`src/rtl/fft_output_serializer_pkg.sv`:
```
// Shared FFT constants and the read-side state encoding used by the output serializer.
package fft_output_serializer_pkg;

   localparam int FFT_DATA_W   = 16;
   localparam int FFT_N_POINTS = 8;
   localparam int FFT_IDX_W    = $clog2(FFT_N_POINTS);

   typedef logic [FFT_IDX_W-1:0] bin_idx_t;

   typedef enum logic {
      RD_IDLE   = 1'b0,
      RD_STREAM = 1'b1
   } rd_state_t;

endpackage

```
`src/rtl/fft_output_serializer_if.sv`:
```
// Serial FFT bin stream: valid/ready handshake carrying one complex bin per transfer.
interface fft_output_serializer_if
   import fft_output_serializer_pkg::*;
#(
   parameter int DATA_W = FFT_DATA_W
) ();

   logic              out_valid;
   logic              out_ready;
   logic [DATA_W-1:0] out_real;
   logic [DATA_W-1:0] out_imag;
   bin_idx_t          out_index;
   logic              out_last;

   modport master (
      output out_valid, out_real, out_imag, out_index, out_last,
      input  out_ready
   );

   modport slave (
      input  out_valid, out_real, out_imag, out_index, out_last,
      output out_ready
   );

endinterface

```
`src/rtl/fft_output_serializer_frame_slot.sv`:
```
// One frame slot: 8 real + 8 imag words loaded in a single cycle, read one bin at a time.
module fft_frame_slot
   import fft_output_serializer_pkg::*;
#(
   parameter int DATA_W = FFT_DATA_W
) (
   input  logic              clk,
   input  logic              load,
   input  logic [DATA_W-1:0] wr_real [FFT_N_POINTS],
   input  logic [DATA_W-1:0] wr_imag [FFT_N_POINTS],
   input  bin_idx_t          rd_idx,
   output logic [DATA_W-1:0] rd_real,
   output logic [DATA_W-1:0] rd_imag
);

   logic [DATA_W-1:0] real_q [FFT_N_POINTS];
   logic [DATA_W-1:0] imag_q [FFT_N_POINTS];

   // Contents are only ever read after a load, so no reset is needed here.
   always_ff @(posedge clk) begin
      if (load) begin
         for (int k = 0; k < FFT_N_POINTS; k++) begin
            real_q[k] <= wr_real[k];
            imag_q[k] <= wr_imag[k];
         end
      end
   end

   assign rd_real = real_q[rd_idx];
   assign rd_imag = imag_q[rd_idx];

endmodule

```
`src/rtl/fft_output_serializer.sv`:
```
// Ping-pong capture of a parallel 8-bin FFT frame, streamed out one bin per transfer.
// Idle capture shows bin 0 the next cycle; outputs hold while out_ready is low; a third frame is dropped.
module fft_output_serializer
   import fft_output_serializer_pkg::*;
#(
   parameter int DATA_W   = FFT_DATA_W,
   parameter int N_POINTS = FFT_N_POINTS
) (
   input  logic              clk,
   input  logic              rst,
   input  logic [DATA_W-1:0] fft_real0,
   input  logic [DATA_W-1:0] fft_real1,
   input  logic [DATA_W-1:0] fft_real2,
   input  logic [DATA_W-1:0] fft_real3,
   input  logic [DATA_W-1:0] fft_real4,
   input  logic [DATA_W-1:0] fft_real5,
   input  logic [DATA_W-1:0] fft_real6,
   input  logic [DATA_W-1:0] fft_real7,
   input  logic [DATA_W-1:0] fft_imag0,
   input  logic [DATA_W-1:0] fft_imag1,
   input  logic [DATA_W-1:0] fft_imag2,
   input  logic [DATA_W-1:0] fft_imag3,
   input  logic [DATA_W-1:0] fft_imag4,
   input  logic [DATA_W-1:0] fft_imag5,
   input  logic [DATA_W-1:0] fft_imag6,
   input  logic [DATA_W-1:0] fft_imag7,
   input  logic              fft_ready_flag,
   input  logic              clr_overrun,
   output logic              overrun,
   fft_output_serializer_if.master out_bus
);

   localparam bin_idx_t LAST_BIN = bin_idx_t'(N_POINTS - 1);

   logic [DATA_W-1:0] bin_real [FFT_N_POINTS];
   logic [DATA_W-1:0] bin_imag [FFT_N_POINTS];

   assign bin_real[0] = fft_real0;  assign bin_imag[0] = fft_imag0;
   assign bin_real[1] = fft_real1;  assign bin_imag[1] = fft_imag1;
   assign bin_real[2] = fft_real2;  assign bin_imag[2] = fft_imag2;
   assign bin_real[3] = fft_real3;  assign bin_imag[3] = fft_imag3;
   assign bin_real[4] = fft_real4;  assign bin_imag[4] = fft_imag4;
   assign bin_real[5] = fft_real5;  assign bin_imag[5] = fft_imag5;
   assign bin_real[6] = fft_real6;  assign bin_imag[6] = fft_imag6;
   assign bin_real[7] = fft_real7;  assign bin_imag[7] = fft_imag7;

   rd_state_t         state, state_nxt;
   logic              ready_q;
   logic [1:0]        full;
   logic              wr_ptr, rd_ptr;
   logic              capture, accept, drop, xfer, frame_done;
   logic [1:0]        slot_load;
   logic [DATA_W-1:0] slot_real [2];
   logic [DATA_W-1:0] slot_imag [2];

   logic              load_out, nxt_valid, nxt_bypass, nxt_sel;
   bin_idx_t          nxt_idx;

   assign capture    = fft_ready_flag && !ready_q;
   assign xfer       = out_bus.out_valid && out_bus.out_ready;
   assign frame_done = xfer && (out_bus.out_index == LAST_BIN);
   // With both slots full, the slot finishing this cycle is the write target.
   assign accept     = capture && (!full[wr_ptr] || (frame_done && (rd_ptr == wr_ptr)));
   assign drop       = capture && !accept;
   assign slot_load  = {accept && wr_ptr, accept && !wr_ptr};

   fft_frame_slot #(.DATA_W(DATA_W)) u_slot0 (
      .clk     (clk),
      .load    (slot_load[0]),
      .wr_real (bin_real),
      .wr_imag (bin_imag),
      .rd_idx  (nxt_idx),
      .rd_real (slot_real[0]),
      .rd_imag (slot_imag[0])
   );

   fft_frame_slot #(.DATA_W(DATA_W)) u_slot1 (
      .clk     (clk),
      .load    (slot_load[1]),
      .wr_real (bin_real),
      .wr_imag (bin_imag),
      .rd_idx  (nxt_idx),
      .rd_real (slot_real[1]),
      .rd_imag (slot_imag[1])
   );

   always_ff @(posedge clk) begin
      if (rst) state <= RD_IDLE;
      else     state <= state_nxt;
   end

   always_comb begin
      state_nxt = state;
      case (state)
         RD_IDLE:   if (|full || accept) state_nxt = RD_STREAM;
         RD_STREAM: if (frame_done && !full[~rd_ptr] && !accept) state_nxt = RD_IDLE;
         default:   state_nxt = RD_IDLE;
      endcase
   end

   // Selects what the output register holds next; a frame captured this very
   // cycle is taken straight from the inputs since its slot is not yet written.
   always_comb begin
      load_out   = 1'b0;
      nxt_valid  = 1'b0;
      nxt_bypass = 1'b0;
      nxt_sel    = rd_ptr;
      nxt_idx    = '0;
      case (state)
         RD_IDLE: begin
            if (|full) begin
               load_out  = 1'b1;
               nxt_valid = 1'b1;
            end else if (accept) begin
               load_out   = 1'b1;
               nxt_valid  = 1'b1;
               nxt_bypass = 1'b1;
            end
         end
         RD_STREAM: begin
            if (xfer) begin
               load_out = 1'b1;
               if (!frame_done) begin
                  nxt_valid = 1'b1;
                  nxt_idx   = out_bus.out_index + bin_idx_t'(1);
               end else if (full[~rd_ptr]) begin
                  nxt_valid = 1'b1;
                  nxt_sel   = ~rd_ptr;
               end else if (accept) begin
                  nxt_valid  = 1'b1;
                  nxt_bypass = 1'b1;
               end
            end
         end
         default: ;
      endcase
   end

   always_ff @(posedge clk) begin
      if (rst) begin
         out_bus.out_valid <= 1'b0;
         out_bus.out_index <= '0;
         out_bus.out_last  <= 1'b0;
         out_bus.out_real  <= '0;
         out_bus.out_imag  <= '0;
      end else if (load_out) begin
         out_bus.out_valid <= nxt_valid;
         out_bus.out_index <= nxt_idx;
         out_bus.out_last  <= nxt_valid && (nxt_idx == LAST_BIN);
         out_bus.out_real  <= !nxt_valid ? '0 : (nxt_bypass ? bin_real[0] : slot_real[nxt_sel]);
         out_bus.out_imag  <= !nxt_valid ? '0 : (nxt_bypass ? bin_imag[0] : slot_imag[nxt_sel]);
      end
   end

   // Free before fill so a slot finishing and refilling in one cycle stays full.
   always_ff @(posedge clk) begin
      if (rst) begin
         ready_q <= 1'b0;
         full    <= '0;
         wr_ptr  <= 1'b0;
         rd_ptr  <= 1'b0;
         overrun <= 1'b0;
      end else begin
         ready_q <= fft_ready_flag;
         if (frame_done) begin
            full[rd_ptr] <= 1'b0;
            rd_ptr       <= ~rd_ptr;
         end
         if (accept) begin
            full[wr_ptr] <= 1'b1;
            wr_ptr       <= ~wr_ptr;
         end
         if (drop)             overrun <= 1'b1;
         else if (clr_overrun) overrun <= 1'b0;
      end
   end

endmodule

```
`src/flat_wrapper.sv`:
```
// flat-port wrapper written by rule: the top's interface ports become plain ports
module fft_output_serializer_flat import fft_output_serializer_pkg::*;
#(
   parameter int DATA_W   = FFT_DATA_W,
   parameter int N_POINTS = FFT_N_POINTS
)
  (clk, rst, fft_real0, fft_real1, fft_real2, fft_real3, fft_real4, fft_real5, fft_real6, fft_real7, fft_imag0, fft_imag1, fft_imag2, fft_imag3, fft_imag4, fft_imag5, fft_imag6, fft_imag7, fft_ready_flag, clr_overrun, overrun, out_bus_out_valid, out_bus_out_real, out_bus_out_imag, out_bus_out_index, out_bus_out_last, out_bus_out_ready);
  fft_output_serializer_if #(.DATA_W(DATA_W)) out_bus_i ();
  input  logic clk;
  input  logic rst;
  input  logic [DATA_W-1:0] fft_real0;
  input  logic [DATA_W-1:0] fft_real1;
  input  logic [DATA_W-1:0] fft_real2;
  input  logic [DATA_W-1:0] fft_real3;
  input  logic [DATA_W-1:0] fft_real4;
  input  logic [DATA_W-1:0] fft_real5;
  input  logic [DATA_W-1:0] fft_real6;
  input  logic [DATA_W-1:0] fft_real7;
  input  logic [DATA_W-1:0] fft_imag0;
  input  logic [DATA_W-1:0] fft_imag1;
  input  logic [DATA_W-1:0] fft_imag2;
  input  logic [DATA_W-1:0] fft_imag3;
  input  logic [DATA_W-1:0] fft_imag4;
  input  logic [DATA_W-1:0] fft_imag5;
  input  logic [DATA_W-1:0] fft_imag6;
  input  logic [DATA_W-1:0] fft_imag7;
  input  logic fft_ready_flag;
  input  logic clr_overrun;
  output logic overrun;
  output wire logic [$bits(out_bus_i.out_valid)-1:0] out_bus_out_valid;
  output wire logic [$bits(out_bus_i.out_real)-1:0] out_bus_out_real;
  output wire logic [$bits(out_bus_i.out_imag)-1:0] out_bus_out_imag;
  output wire logic [$bits(out_bus_i.out_index)-1:0] out_bus_out_index;
  output wire logic [$bits(out_bus_i.out_last)-1:0] out_bus_out_last;
  input wire logic [$bits(out_bus_i.out_ready)-1:0] out_bus_out_ready;
  assign out_bus_out_valid = out_bus_i.out_valid;
  assign out_bus_out_real = out_bus_i.out_real;
  assign out_bus_out_imag = out_bus_i.out_imag;
  assign out_bus_out_index = out_bus_i.out_index;
  assign out_bus_out_last = out_bus_i.out_last;
  assign out_bus_i.out_ready = out_bus_out_ready;
  fft_output_serializer #(.DATA_W(DATA_W), .N_POINTS(N_POINTS)) u_core (.clk(clk), .rst(rst), .fft_real0(fft_real0), .fft_real1(fft_real1), .fft_real2(fft_real2), .fft_real3(fft_real3), .fft_real4(fft_real4), .fft_real5(fft_real5), .fft_real6(fft_real6), .fft_real7(fft_real7), .fft_imag0(fft_imag0), .fft_imag1(fft_imag1), .fft_imag2(fft_imag2), .fft_imag3(fft_imag3), .fft_imag4(fft_imag4), .fft_imag5(fft_imag5), .fft_imag6(fft_imag6), .fft_imag7(fft_imag7), .fft_ready_flag(fft_ready_flag), .clr_overrun(clr_overrun), .overrun(overrun), .out_bus(out_bus_i));
endmodule
```
`config.mk`:
```
export PLATFORM = sky130hd
export DESIGN_NAME = fft_output_serializer_flat
export DESIGN_NICKNAME = d
export VERILOG_FILES = /design/src/rtl/fft_output_serializer_pkg.sv /design/src/rtl/fft_output_serializer_if.sv /design/src/rtl/fft_output_serializer_frame_slot.sv /design/src/rtl/fft_output_serializer.sv /design/src/flat_wrapper.sv
export SDC_FILE = /design/constraint.sdc
export NUM_CORES = 1
export LEC_CHECK = 0
export BUFFER_PORTS_ARGS = -buffer_cell sky130_fd_sc_hd__buf_4
export CORE_MARGIN = 2
export CORE_UTILIZATION = 40
export CTS_CLUSTER_SIZE = 8
export DETAILED_ROUTE_END_ITERATION = 7
export GPL_ROUTABILITY_DRIVEN = 0
export SLEW_MARGIN = 20
export SYNTH_ARGS = -nofsm -noshare
export SYNTH_HDL_FRONTEND = slang
export SYNTH_SLANG_ARGS = --single-unit
```
`constraint.sdc`:
```
create_clock -name clk -period 54.6 [get_ports clk]
set_clock_uncertainty 0.15 [all_clocks]
set_input_delay 10.92 -clock clk [delete_from_list [all_inputs] [get_ports clk]]
set_output_delay 10.92 -clock clk [all_outputs]
set_load 0.01 [all_outputs]
```
==> results of run 1 <==
layer usage:
metal | GRT usage (%) | vias to the layer above
met1 | 31.7 | 7648
met3 | 5.49 | 109
li1 | - | 6646
met4 | 8.92 | 12
met2 | 35.1 | 715
met5 | 0 | -
report_power, final:
| group | internal (mW) | leakage, nW | total [mW] | switching [mW] |
|---|---|---|---|---|
| Combinational | 0.0305 | 3.34 | 0.0746 | 0.0442 |
| Clock | 0.279 | 1.10 | 0.453 | 0.174 |
| Sequential | 0.493 | 5.09 | 0.501 | 0.00854 |
| Total | 0.802 | 9.52 | 1.03 | 0.227 |
final timing paths:
path	endpoint	start	cells after the start
hold / removal	u_core.out_bus.out_imag[7]	u_core.out_bus.out_imag[7]	2
setup reg to reg	u_core.out_bus.out_real[5]	u_core.out_bus.out_index[0]	8
setup / recovery	u_core.u_slot1.real_q[5][12]	fft_ready_flag	6
hold reg to reg	u_core.out_bus.out_imag[7]	u_core.out_bus.out_imag[7]	2
stage by stage:
| step | power [mW] | util (%) | setup WS (ns) | area, sq um | hold WS (ns) |
|---|---|---|---|---|---|
| 2_1_floorplan | 0.550 | - | 29.79 | 22400 | 0.339 |
| 3_3_place_gp | 0.582 | 45.7 | 40.49 | 25200 | 0.317 |
| 3_5_place_dp | 0.584 | 45.7 | 40.58 | 25200 | 0.326 |
| 4_1_cts | 1.04 | 49.9 | 41.15 | 27500 | 0.341 |
| 5_1_grt | 1.06 | 49.9 | 40.97 | 27500 | 0.369 |
| 6_report | 1.03 | 49.9 | 41.15 | 27500 | 0.341 |
logic make-up after synthesis:
| kind of cell | synth area share (%) |
|---|---|
| flops | 72.6 |
| compound gates | 17.5 |
| simple gates | 5.50 |
| buf+inv | 2.77 |
| mux | 1.48 |
| fa+ha+maj | 0.112 |
| xor+xnor | 0.0391 |
flip-flops by register name (all words and copies together) (netlist names):
name and flops:
u_core.full 2, u_core.u_slot1.real_q 128, u_core.u_slot1.imag_q 128, u_core.u_slot0.real_q 128, u_core.out_bus.out_real 16, u_core.rd_ptr 1, u_core.out_bus.out_index 3, u_core.u_slot0.imag_q 128
u_core.out_bus.out_valid 1, u_core.ready_q 1, u_core.state 1, u_core.out_bus.out_last 1, u_core.overrun 1, u_core.out_bus.out_imag 16, u_core.wr_ptr 1
layout make-up:
class | instances | area, sq um
tap | 748 | 936
antenna | 7 | 17.5
clock inverter | 4 | 31.3
sequential | 556 | 16300
multi-input combinational | 804 | 5590
timing repair buffer | 325 | 2440
clock buffer | 131 | 2260
fill | 4635 | 27700
inverter | 2 | 7.51
synthesized netlist by cell type (2+ instances only):
cell       count
a2111oi_0     32
a211oi_1      63
a21boi_0       5
a21boi_1      26
a21oi_1       76
a221o_1       32
a221oi_1      32
a22oi_1       33
a311oi_1      33
and2_1         2
and4_1         2
buf_1          8
buf_2         45
buf_4          6
clkbuf_1      82
dfxtp_1       44
edfxtp_1     512
ha_1           2
mux2i_1       32
nand2_1       70
nand2b_1       2
nand3_1       64
nand4_1        2
nor2_1        12
nor2b_1       37
nor3_1         2
nor3b_1       33
o21ai_0      124
o21ai_1        9
o311a_1       31
o31ai_1        9
o31ai_2       25
worst min-delay path, cell delays in order, from the launching register on:
cell     delay (ns)
dfxtp_1        0.33
a22oi_1        0.07
o31ai_1        0.06
==> impl_metrics.json, run 1 <==
{
  "fin_tns_setup_ns": 0,
  "rows": 86,
  "synthFlopType": "edfxtp_1",
  "antenna_found_initial": 13,
  "grt_overflow": 0,
  "core_sq_um": 55200,
  "max-cap-violations": 0,
  "die_x_microns": 241,
  "post-cts-setup-buffer-count": 0,
  "wl_met2_mm": 31.4,
  "status": "complete, no violations",
  "stdcell_count": 2577,
  "r2r_slack_ns": 50.16,
  "die_y_microns": 241,
  "leakagePower_nw": 9.52,
  "drc_errors": 0,
  "cts_root_buf": "clkbuf_16",
  "drt-met1-wl_mm": 28.5,
  "nets": 2031,
  "hold_class": "reg2reg",
  "ant_nets": 0,
  "post_drt_wl_per_cell_microns": 26.1,
  "clkTransAtPathRegs_ns": 0.05,
  "numCtsBuffers": 79,
  "synth_seq_area_share_pct": 72.6,
  "cp.arrival_ns": 13.52,
  "cts-htree-levels": 3,
  "final_common_cell": "edfxtp_1",
  "dp_cells": 2435,
  "cp_top_family": "buffers and inverters",
  "hold_viol": 0,
  "grt_pass1_vias": 15100,
  "clk_path_buf_depth": 3,
  "dieArea_sq_um": 57900,
  "portBuffers": 298,
  "period_share_pct": 24.6,
  "mostFrequentLayoutCells": "edfxtp_1, buf_4, o21ai_0, clkbuf_16, a21oi_1",
  "synth_nets": 1767,
  "yosysTopAreaCellShare_pct": 68.7,
  "async_flop_share_pct": 0,
  "drv_slew": 0,
  "rsz0062_at_grt": "false",
  "grtUsageTotal_pct": 22.9,
  "drtIter0Drc": 1620,
  "post_cts_resized": 0,
  "path_class": "in2reg",
  "ys_seq_elements": 556,
  "synth.area.top_cells": "edfxtp_1, dfxtp_1, o21ai_0, a211oi_1, a21oi_1",
  "routed_wirelength_mm": 67.2,
  "period_needed_ns": 13.45,
  "initial_utilization_pct": 40.5,
  "cp_data_required_time_ns": 54.68,
  "cpPeakStageDelay_ns": 0.85,
  "grt_pass1_wl_mm": 97.5,
  "synth_cells": 1504,
  "synth_top_area_cell": "edfxtp_1",
  "syn-mean-instance-area_sq_um": 14.9,
  "cp_slowest_cell": "buf_4",
  "met3_length_mm": 5.74,
  "grt_max_degree": 99,
  "synth_cell_types": 49,
  "startpoint_type": "input port",
  "via_per_inst": 5.87,
  "p_per_area_nw_per_um2": 37.4,
  "cts_tree": "yes",
  "cp_max_fo": 70,
  "cts_sinks": 556,
  "layout-drive-gt1-share_pct": 25.0,
  "hpwl_mm": 38.9,
  "tightestPinTransition_ns": 1.08,
  "path_cells": "buf_4 > nor2b_1 > nand2_1 > a21oi_4 > buf_4 > buf_4",
  "highest_layer": "met5",
  "critPathMostFrequentCell": "buf_4",
  "crit_path_end_kind": "register",
  "area_delta_synth_final_pct": 23.0,
  "dr.pass1.iters": 5,
  "num_io_pins": 299,
  "irDropWorstVdd_mv": 0.0232,
  "vias": 15100,
  "synth_edf_count": 512,
  "max_slew_margin_pct": 27.9,
  "worst_skew_pair.late_latency_ns": 0.61,
  "fmax_ghz": 0.0744,
  "ys.warnings.count": 0,
  "cts_hold_buf": 0,
  "worst-path-buf-inv": 3,
  "setup_violations": 0,
  "syn_area_sq_um": 22400
}
(Power assumes the default switching activity.)
==> run 2: changes to the inputs <==
- ABC_AREA: unset -> 1
- clock period: 54.6 -> 12.95 ns (I/O delays scaled with it)
==> run 2 against run 1 <==
- first-iteration DRC count decreased by 12%
- global-route usage decreased by 0.072 points
- final area increased by 2.7%
- worst setup slack got worse by 34 ns
- area after synthesis increased by 3.4%
- clock power increased to 4.2 times the previous value
- sequential share of layout area decreased by 1.6 points
- critical path type unchanged
- worst hold slack got worse by 0.028 ns
- register-to-register slack got worse by 42 ns
- critical endpoint is now u_core.out_bus.out_imag[13]
- power increased to 4.3 times the previous value
- final cell count increased by 26%
==> impl_metrics.json, run 2 <==
{
  "status": "complete, no violations",
  "num_io_pins": 299,
  "fmax_ghz": 0.176,
  "dieArea_sq_um": 59800,
  "routed_wirelength_mm": 68.4,
  "synthMuxAreaShare_pct": 0,
  "period_share_pct": 43.9,
  "synth_cell_types": 23,
  "p_per_area_nw_per_um2": 157,
  "cts-htree-levels": 3,
  "yosysTopAreaCellShare_pct": 66.4,
  "final_common_cell": "nand2_1",
  "area_delta_synth_final_pct": 22.2,
  "worst_skew_pair.late_latency_ns": 0.60,
  "portBuffers": 298,
  "hold_path_depth": 2,
  "synthSimpleGateAreaFrac_pct": 22.8,
  "crit_path_end_kind": "register",
  "async_flop_share_pct": 0,
  "holdCritStartpoint": "u_core.out_bus.out_real[6]",
  "leakagePower_nw": 11.6,
  "die_x_microns": 245,
  "synth_cells": 2149,
  "period_needed_ns": 5.69,
  "fillers": 5151,
  "max_slew_margin_pct": 26.0,
  "post_drt_wl_per_cell_microns": 21.1,
  "cts_root_buf": "clkbuf_16",
  "grtUsageTotal_pct": 22.9,
  "r2r-end": "u_core.u_slot0.real_q[1][14]",
  "post_cts_resized": 0,
  "die_y_microns": 245,
  "r2r-start": "u_core.out_bus.out_index[0]",
  "grt_max_degree": 179,
  "cts_tree": "yes",
  "cts_hold_buf": 0,
  "cts_sinks": 556,
  "dp_cells": 3098,
  "synth.area.top_cells": "edfxtp_1, nand3_1, nand2_1, dfxtp_1, nor2_1",
  "post-cts-setup-buffer-count": 0,
  "synth_compound_area_share_pct": 1.78,
  "synth_edf_count": 512,
  "rsz0062_at_grt": "false",
  "fin_area_sq_um": 28300,
  "vias": 16800,
  "drv_slew": 0,
  "drc_errors": 0,
  "grt_overflow": 0,
  "cp_data_required_time_ns": 13.26,
  "holdPathEnd": "u_core.out_bus.out_real[6]",
  "ant_nets": 0,
  "ys_seq_elements": 556,
  "hold_viol": 0,
  "synthFlopType": "edfxtp_1",
  "r2r_slack_ns": 8.44,
  "rows": 88,
  "antenna_found_initial": 17,
  "synth_seq_area_share_pct": 70.2,
  "numCtsBuffers": 79,
  "synth_top_area_cell": "edfxtp_1",
  "fin_tns_setup_ns": 0,
  "ff2ff_path_depth": 10,
  "fin_ws_ns": 7.26,
  "nets": 2677,
  "syn-mean-instance-area_sq_um": 10.8,
  "clk_path_buf_depth": 3,
  "hpwl_mm": 42.8,
  "core_sq_um": 57500,
  "synth_adder_area_share_pct": 0.108,
  "dp_slack_ns": 6.63,
  "initial_utilization_pct": 40.3,
  "mostFrequentLayoutCells": "nand2_1, edfxtp_1, nand3_1, buf_4, nor2_1",
  "clkTransAtPathRegs_ns": 0.05,
  "dr.pass1.iters": 5,
  "cp.arrival_ns": 5.99,
  "synth_nets": 2412,
  "drtIter0Drc": 1428,
  "yosys.area_share.xor_xnor_pct": 0,
  "tightestPinTransition_ns": 1.11,
  "layout-drive-gt1-share_pct": 17.3,
  "placed_area_sq_um": 26000,
  "cp_max_fo": 82,
  "grt_pass1_wl_mm": 101,
  "syn_area_sq_um": 23100,
  "grt_pass1_vias": 16700,
  "setup_violations": 0,
  "hold_class": "reg2reg",
  "irDropWorstVdd_mv": 0.101,
  "synth.most_common_cell": "nand2_1",
  "max-cap-violations": 0,
  "synth_top_family_by_area": "simple AND/OR/NAND/NOR gates",
  "ys.warnings.count": 0,
  "via_per_inst": 5.18,
  "startpoint_type": "input port",
  "path_class": "in2reg",
  "synth_common_cells": "nand2_1, edfxtp_1, nand3_1, nor2_1, inv_1",
  "stdcell_count": 3246
}
## run 2: cell count changes in the layout (fill, tap and decap cells not counted), moves of 63 or more
cell,delta
nor2_1,+187
nand3_1,+420
a211oi_1,-63
o21ai_0,-109
inv_1,+138
nand2_1,+462
## run 2: worst max-delay path by stage
stage | from | endpoint | slack (ns) | cells past startpoint
after floorplan | out_bus_out_ready | u_core.u_slot1.imag_q[0][0] | 2.53 | 6
after global placement | out_bus_out_ready | u_core.out_bus.out_imag[13] | 6.72 | 14
after detailed placement | out_bus_out_ready | u_core.out_bus.out_imag[13] | 6.63 | 14
after CTS | out_bus_out_ready | u_core.out_bus.out_imag[13] | 7.29 | 14
after global routing | out_bus_out_ready | u_core.out_bus.out_imag[11] | 6.96 | 14
final | out_bus_out_ready | u_core.out_bus.out_imag[13] | 7.26 | 14
## run 2: cells by family after synthesis
logic type	Yosys count
flops	556
buf+inv	280
fa+ha+maj	2
compound gates	80
simple gates	1231
## run 2: report_power, final
group / total [mW] / internal [mW] / switching [mW]
Combinational: 0.385 / 0.138 / 0.247
Sequential: 2.13 / 2.09 / 0.0394
Clock: 1.91 / 1.16 / 0.752
Total: 4.43 / 3.39 / 1.04
## run 2: area by class of cell
type | count | area, sq um | area share [%]
sequential | 556 | 16300 | 57.5
clock inverter | 6 | 82.6 | 0.292
tap | 765 | 957 | 3.38
antenna | 6 | 15.0 | 0.0531
clock buffer | 136 | 2220 | 7.86
multi-input combinational | 1313 | 5780 | 20.4
inverter | 146 | 548 | 1.94
timing repair buffer | 318 | 2420 | 8.57
## run 2: critical path: stages
cell and delay [ns]:
buf_4 0.11, nand2_2 0.11, nor2_8 0.70, nand2_8 0.57
buf_4 0.58, buf_4 0.49, nor2_1 0.19, nand2_1 0.06
nand3_1 0.13, nand3_1 0.10, nand2_1 0.08, nand2_1 0.05
nand2_1 0.08, a21oi_1 0.05
## run 2: routing by layer
layer / GRT usage [%] / wire (microns) / vias up
li1: - / - / 7890
met1: 27.0 / 26000 / 8134
met2: 39.4 / 34200 / 607
met3: 6.49 / 5530 / 147
met4: 8.97 / 2540 / 24
met5: 0 / 160 / -
## run 2: metrics by stage
| step | hold slack, ns | power, mW | utilization (%) |
|---|---|---|---|
| global route | 0.328 | 4.59 | 49.2 |
| detailed placement | 0.306 | 2.55 | 45.2 |
| CTS | 0.314 | 4.47 | 49.2 |
| floorplan | 0.319 | 2.38 | - |
| global placement | 0.309 | 2.55 | 45.1 |
| finish | 0.313 | 4.43 | 49.2 |
